**config.mk**
```make
export PLATFORM = sky130hd
export DESIGN_NAME = fifo_reader_check
export DESIGN_NICKNAME = d
export VERILOG_FILES = /design/src/rtl/fifo_reader_check.sv
export SDC_FILE = /design/constraint.sdc
export NUM_CORES = 1
export LEC_CHECK = 0
export BUFFER_PORTS_ARGS = -buffer_cell sky130_fd_sc_hd__buf_4
export CAP_MARGIN = 20
export CELL_PAD_IN_SITES_DETAIL_PLACEMENT = 0
export CELL_PAD_IN_SITES_GLOBAL_PLACEMENT = 2
export CORE_ASPECT_RATIO = 2
export CORE_MARGIN = 2
export CORE_UTILIZATION = 33
export CTS_CLUSTER_SIZE = 40
export DETAILED_ROUTE_END_ITERATION = 6
export PLACE_DENSITY_LB_ADDON = 0.1
export SYNTH_ARGS = -nofsm -noshare
export SYNTH_HDL_FRONTEND = slang
export SYNTH_SLANG_ARGS = --single-unit
```
**constraint.sdc**
```tcl
create_clock -name i_clk -period 2.2 [get_ports i_clk]
set_input_delay 0.44 -clock i_clk [delete_from_list [all_inputs] [get_ports i_clk]]
set_output_delay 0.44 -clock i_clk [all_outputs]
set_load 0.03 [all_outputs]
```
**src/rtl/fifo_reader_check.sv**
```systemverilog
// fifo_reader_check: paced FIFO drain that checks the read stream against
// the write-side LFSR sequence. One word is read per IDLE->REQ->WAIT->DONE
// pass; each word is compared with the expected value, counted, and the
// expected register resynchronises to the received word.
//
// Handshake: o_read is a one-cycle request, high only in REQ. The FIFO RAM
// presents i_data on the following cycle (WAIT), and it is sampled on the
// edge that leaves WAIT. o_valid is high for the single DONE cycle that
// follows, while o_data holds the word just captured. There is no
// back-pressure on o_valid.
module fifo_reader_check #(
    parameter int                DATA_W = 24,
    parameter int                PACE   = 50_000_000,
    parameter logic [DATA_W-1:0] SEED   = 24'h5AC26C
) (
    input  logic              i_clk,
    input  logic              reset,
    input  logic              i_en,
    input  logic              i_step,
    input  logic              i_notempty,
    input  logic [DATA_W-1:0] i_data,
    output logic              o_read,
    output logic [DATA_W-1:0] o_data,
    output logic              o_valid,
    output logic [15:0]       o_count,
    output logic [7:0]        o_err_count,
    output logic              o_err,
    output logic              o_busy,
    output logic [1:0]        o_dbg_state
);

    localparam int PW = (PACE > 1) ? $clog2(PACE) : 1;

    typedef enum logic [1:0] {
        S_IDLE = 2'd0,
        S_REQ  = 2'd1,
        S_WAIT = 2'd2,
        S_DONE = 2'd3
    } state_t;

    state_t            r_state;
    state_t            w_state_next;
    logic [PW-1:0]     r_pace;
    logic              w_pace_done;
    logic              w_trigger;
    logic              r_read;
    logic              r_valid;
    logic [DATA_W-1:0] r_data;
    logic [DATA_W-1:0] r_exp;
    logic [15:0]       r_count;
    logic [7:0]        r_err_count;
    logic              r_err;

    // Write-side generator step: x^24+x^23+x^22+x^17+1, shifting left.
    function automatic logic [DATA_W-1:0] lfsr_next(input logic [DATA_W-1:0] x);
        return {x[DATA_W-2:0], x[23] ^ x[22] ^ x[21] ^ x[16]};
    endfunction

    assign w_pace_done = (r_pace == PW'(PACE - 1));

    // A trigger without data available is simply not taken: the step pulse
    // is lost and the saturated pace counter keeps pace_done asserted.
    assign w_trigger = (r_state == S_IDLE) && i_notempty &&
                       ((i_en && w_pace_done) || i_step);

    // State register.
    always_ff @(posedge i_clk) begin
        if (reset) begin
            r_state <= S_IDLE;
        end else begin
            r_state <= w_state_next;
        end
    end

    // Next-state logic: only IDLE waits; the rest advance every cycle.
    always_comb begin
        w_state_next = r_state;
        case (r_state)
            S_IDLE:  if (w_trigger) w_state_next = S_REQ;
            S_REQ:   w_state_next = S_WAIT;
            S_WAIT:  w_state_next = S_DONE;
            S_DONE:  w_state_next = S_IDLE;
            default: w_state_next = S_IDLE;
        endcase
    end

    // Pace counter: counts up in IDLE and saturates at PACE-1; restarts
    // from zero as each read completes so reads are PACE+3 cycles apart.
    always_ff @(posedge i_clk) begin
        if (reset) begin
            r_pace <= '0;
        end else if (r_state == S_DONE) begin
            r_pace <= '0;
        end else if ((r_state == S_IDLE) && !w_pace_done) begin
            r_pace <= r_pace + PW'(1);
        end
    end

    // Read request, output strobe, capture, sequence check and counters.
    always_ff @(posedge i_clk) begin
        if (reset) begin
            r_read      <= 1'b0;
            r_valid     <= 1'b0;
            r_data      <= '0;
            r_exp       <= SEED;
            r_count     <= '0;
            r_err_count <= '0;
            r_err       <= 1'b0;
        end else begin
            r_read  <= w_trigger;
            r_valid <= (r_state == S_WAIT);
            if (r_state == S_WAIT) begin
                r_data  <= i_data;
                r_count <= r_count + 16'd1;
                if (i_data != r_exp) begin
                    r_err <= 1'b1;
                    if (r_err_count != 8'hFF) begin
                        r_err_count <= r_err_count + 8'd1;
                    end
                end
                // Resync on the received word so a dropped word costs one error.
                r_exp <= lfsr_next(i_data);
            end
        end
    end

    assign o_read      = r_read;
    assign o_data      = r_data;
    assign o_valid     = r_valid;
    assign o_count     = r_count;
    assign o_err_count = r_err_count;
    assign o_err       = r_err;
    assign o_busy      = (r_state != S_IDLE);
    assign o_dbg_state = r_state;

endmodule

```
# --- Word level (Yosys, flattened, before mapping) ---
# Cells that the tools add are included.
op_classes:
  n_addsub: 3
  n_eq_ne: 7
  muxes: 2
  n_bitwise: 3
  n_reduce_logical: 11
op_table:
  columns: ["op", "count"]
  rows:
  - ["26-bit by 1-bit adder with 26-bit output, second input constant", 1]
  - ["26-bit equality test, second input constant", 1]
  - ["24-bit inequality test", 1]
  - ["16-bit by 1-bit adder with 16-bit output, second input constant", 1]
  - ["8-bit by 1-bit adder with 8-bit output, second input constant", 1]
  - ["8-bit inequality test, second input constant", 1]
  - ["2-bit case mux with 4 select lines", 1]
  - ["2-bit equality test, second input constant", 2]
  - ["1-bit logical AND", 4]
  - ["3-bit AND reduction", 1]
  - ["1-bit XOR", 3]
  - ["2-bit by 1-bit equality test with 1-bit output, second input constant", 1]
  - ["2-bit logical NOT", 1]
  - ["2-bit 2-to-1 mux", 1]
  - ["2-bit inequality test, second input constant", 1]
  - ["2-bit AND reduction", 1]
  - ["2-bit nonzero test", 1]
  - ["2-bit OR reduction", 1]
  - ["1-bit logical NOT", 1]
  - ["1-bit logical OR", 1]
totals:
  ff_bits: 103
  inputBits: 29
  out_inout_bits: 54
  elab_cells: 35

# --- Longest topological paths before layout ---
depth:
  ltp_word: 6
  mapped_depth: 9
  ltp_nobuf: 8

# --- Least setup slack after synthesis ---
# No wires, ideal clock.
synth_timing:
  path_kind: "register -> register"
  start: "register r_err_count[0] (netlist: o_err_count[0])"
  end: "register r_err_count[5] (netlist: o_err_count[5])"
  setup_ps: 121
  arrival_ps: 1739
  required_time_ps: 2079
  path_slack_ps: 341
  path_stages_with_launch: 7
  n_path_buf: 1
  period_less_slack_ps: 1859
  cell_sequence: "dfxtp_1 ha_1 and3_1 and3_1 buf_2 nor4b_2 mux2_2"
synth_via:
  elab_chain_cells: 2
  word_cells_on_any_way: 3
  cone_classes: "1 x add/sub; 1 x eq/ne; 1 x reduce/logical"
synth_rtl:
  columns: ["item", "line_no", "text"]
  rows:
  - ["start: declaration", "51", "logic [7:0] r_err_count;"]
  - ["start signal: assignment", "118", "r_err_count <= r_err_count + 8'd1;"]
  - ["branches (longest 2 deep; another with 8-bit by 1-bit adder with 8-bit output)", null, null]
# Parallel ways; which one is timed is not known.
# A chain may end at the register's enable or synchronous reset.

==> results.md <==
- Outcome: complete, no violations
- Final nets: 557
- Clock tree buffer depth: 2
- FP Rows: 58
- Register area share after synthesis: 43.3%
- Met3 Use GR: around 3.2%
- Final Setup Violations: 0
- Clk_lat worst skew: approximately 0.33 ns
- Worst Hold Path EP: r_exp[5]
- Routed WL per cell: 15.3 um
- Syn. warnings: 0
- Starting Density: 33.5%
- H-tree depth: 3
- Ant. Diodes: 0
- DR DRC count: 0
- Peak supply drop: ~0.51 mV
- Most used cell, CP: nor4_1
- Pre-CTS WS: -0.0586 ns
- First-pass GRT wire length: about 17000 um
- Fmax: 496 MHz
- FF-to-FF Start: o_data[10]
- Initial DRC Count: 95
- DRT Pass-1 Iters: 6
- Setup TNS: 0 ns
- Reg-to-reg critical path endpoint: o_err_count[7]
- Die Span Y: 164 um
- Most area-hungry cell type in the Yosys netlist: dfxtp_1
- CTS tree: done
- WP data required: 2.42 ns
- Gate Count Post-Synth: 453
- Crit path kind: flip-flop to flip-flop
- Asr flop ratio synth: 0%
- Die width: 83.9 um
- Crit path DAT: roughly 2.2 ns
- Core footprint: 0.0126 mm2
- Share of cells above drive strength 1: about 22%
- Global route overflow: 0
- Cell area after layout: 0.00521 mm2
- Critical path startpoint: o_data[10]
- Final worst path period need: 2.02 ns
- Delay-heaviest family, CP: simple AND/OR/NAND/NOR gates
- I/O pins: 83
- Via count: 3246
- Slew Limit Headroom: 65.4%
- Multi-input gate area: 0.00218 mm2
- Power Density: 1020 mW/mm2
- Synthesized cell area: 0.00421 mm2
- Unrepaired setup endpoints after global routing: false
- Post-route setup slack: 0.184 ns
- Hold Startpoint: i_data[4]
- Clock Skews: approximately 0.007 ns
- Placed Area: 0.00490 mm2
- Final WL: 10300 um
- Met1 track demand over resource: 16.4%
- Final Max Slew Viols: 0
- Post-DP HPWL: 7720 um
- Clock transition at path regs: 0.06 ns
- Fill count: 1289
- Post-route ant nets: 0
- P_leak: 2.12 nW
- CTS root buffer: clkbuf_16
- Crit path max fanout: 7
- DIE AREA: around 0.014 mm2
- Crit start category: flip-flop
- Largest net degree at the start of global routing: 53
- Syn nets: 489
- Fin. Hold Viols: 0
- Max-cap violations: 0
- Crit path buffers/inverters: 1
- Vias in the first global route: 3228
- Hold Path Class: primary input to flip-flop
- Worst Hold Depth: 2
- Mapped Avg Cell Area: ~9.3 um2
- Pin slew with the least headroom to its limit: 0.515 ns
- GRT Util Overall: 15.5%
- CTS Buf Count: 9
- Ys flop type: dfxtp_1
- FF-to-FF setup slack: between 0.15 and 0.2 ns
- Port Buffers: 82
- Post-cts hold buffer count: 0
- Gr busiest metal: met2
- FF/Latch Area: between 0.0015 and 0.002 mm2
- CTS Sinks: 91
- FF+latch count, synth: 91
- Slowest-stage cell, CP: dfxtp_1
- Worst r2r path cells: 7
- Vias per cell: roughly 4.8
- Crit end category: flip-flop
- Synth area leaders: dfxtp_1 43%, xor2_1 11%, nor2_1 7.0%
- Number of synthesized flops with an enable pin: 0
- CP Cell Sequence: xor2_1 -> nor4_1 -> buf_4 -> nand4_1 -> nor2_4 -> nor4_1 -> mux2_1
- Met2 GRT Util: slightly below 30%
- CP peak stage delay: 0.34 ns
- Synth-to-Final Area Change: 23.6%
- GPL Wtd Cong: 0.731
- Initial antenna violation count: 0
- Fin crit share: roughly nine tenths
- Synth top area share: about 43%
- Count of cell types in the netlist: 41
[what timing repair did]
| item | in CTS | in global routing |
|---|---|---|
| setup buffers | 0 | 0 |
| setup endpoints to repair | 0 | 1 |
| gates resized for setup | 0 | 1 |
[report_power, final]
| group | switching (mW) | internal (mW) | total, mW |
|---|---|---|---|
| clock | 0.630 | 0.911 | 1.54 |
| combinational | 0.966 | 0.717 | 1.68 |
| sequential | 0.191 | 1.89 | 2.08 |
[cells in the final DEF (no fill, tap or decap), types with 9 or more instances in the layout]
cell type	count
a211o_1	10
nand2_1	18
nor2_1	79
clkbuf_16	9
xor2_1	55
nand3_1	18
mux2i_1	28
xnor2_1	10
nor4_1	9
and3_1	12
nor2b_1	19
dfxtp_1	91
buf_4	90
nand4_1	13
[worst max-delay path by stage]
stage	cells after the start	endpoint	slack (ns)
2_1_floorplan	6	o_err_count[5]	0.34
3_3_place_gp	8	o_err_count[3]	-0.007
3_5_place_dp	8	o_err_count[7]	-0.06
4_1_cts	7	o_err_count[7]	0.14
5_1_grt	7	o_err_count[7]	0.03
6_report	7	o_err_count[7]	0.18
[synthesized netlist by cell type (all sizes together), types with 3 or more instances]
cell type	n
dfxtp	91
nor2	80
xor2	55
mux2i	28
buf	22
nor2b	19
nand2	18
nand3	18
nand4	13
and3	12
clkbuf	12
a211o	11
xnor2	10
nor4	9
ha	7
inv	6
mux2	6
nor3	5
and2	4
nor4b	4
o21ai	4
a21oi	3
and4	3
[cells by family after synthesis]
kind of cell	after synthesis	synth area share, %
flip-flops	91	43.3
AO/OA/AOI/OAI	23	4.55
AND/OR/NAND/NOR	193	23.1
XOR/XNOR	65	13.5
multiplexers	34	8.35
buffers and inverters	40	5.11
adder cells (fa/ha/maj)	7	2.08
[layer usage]
layer,vias to the layer above,wire length (um)
met1,1536,3960
li1,1646,-
met5,-,0
met3,7,386
met2,57,5860
met4,0,140
[worst reg2reg max path, cell delays in order (launching register included)]
cell,delay [ns]
dfxtp_1,0.34
xor2_1,0.18
nor4_1,0.33
buf_4,0.17
nand4_1,0.19
nor2_4,0.28
nor4_1,0.10
mux2_1,0.32
[through the flow]
| stage | util, % | std cells | hold slack, ns | power, mW |
|---|---|---|---|---|
| floorplan | - | 453 | 0.471 | 3.32 |
| global placement | 39.1 | 660 | 0.474 | 3.80 |
| detailed placement | 39.1 | 660 | 0.484 | 3.82 |
| CTS | 41.4 | 676 | 0.329 | 5.39 |
| global route | 41.5 | 676 | 0.328 | 5.60 |
| finish | 41.5 | 676 | 0.343 | 5.30 |
[flip-flops by register name (all words and copies together), names as in the netlist]
name / count
o_count: 16
o_err_count: 8
o_read: 1
r_pace: 26
o_valid: 1
o_err: 1
o_dbg_state: 2
r_exp: 12
o_data: 24
[area by class of cell]
cell class	instances	share of cell area [%]
Multi-Input combinational cell	322	41.9
Sequential cell	91	35.0
Timing Repair Buffer	91	13.4
Clock buffer	12	4.73
Tap cell	150	3.60
Clock inverter	4	0.961
Inverter	6	0.433
Note: power is estimated with default switching activity, not from simulation.
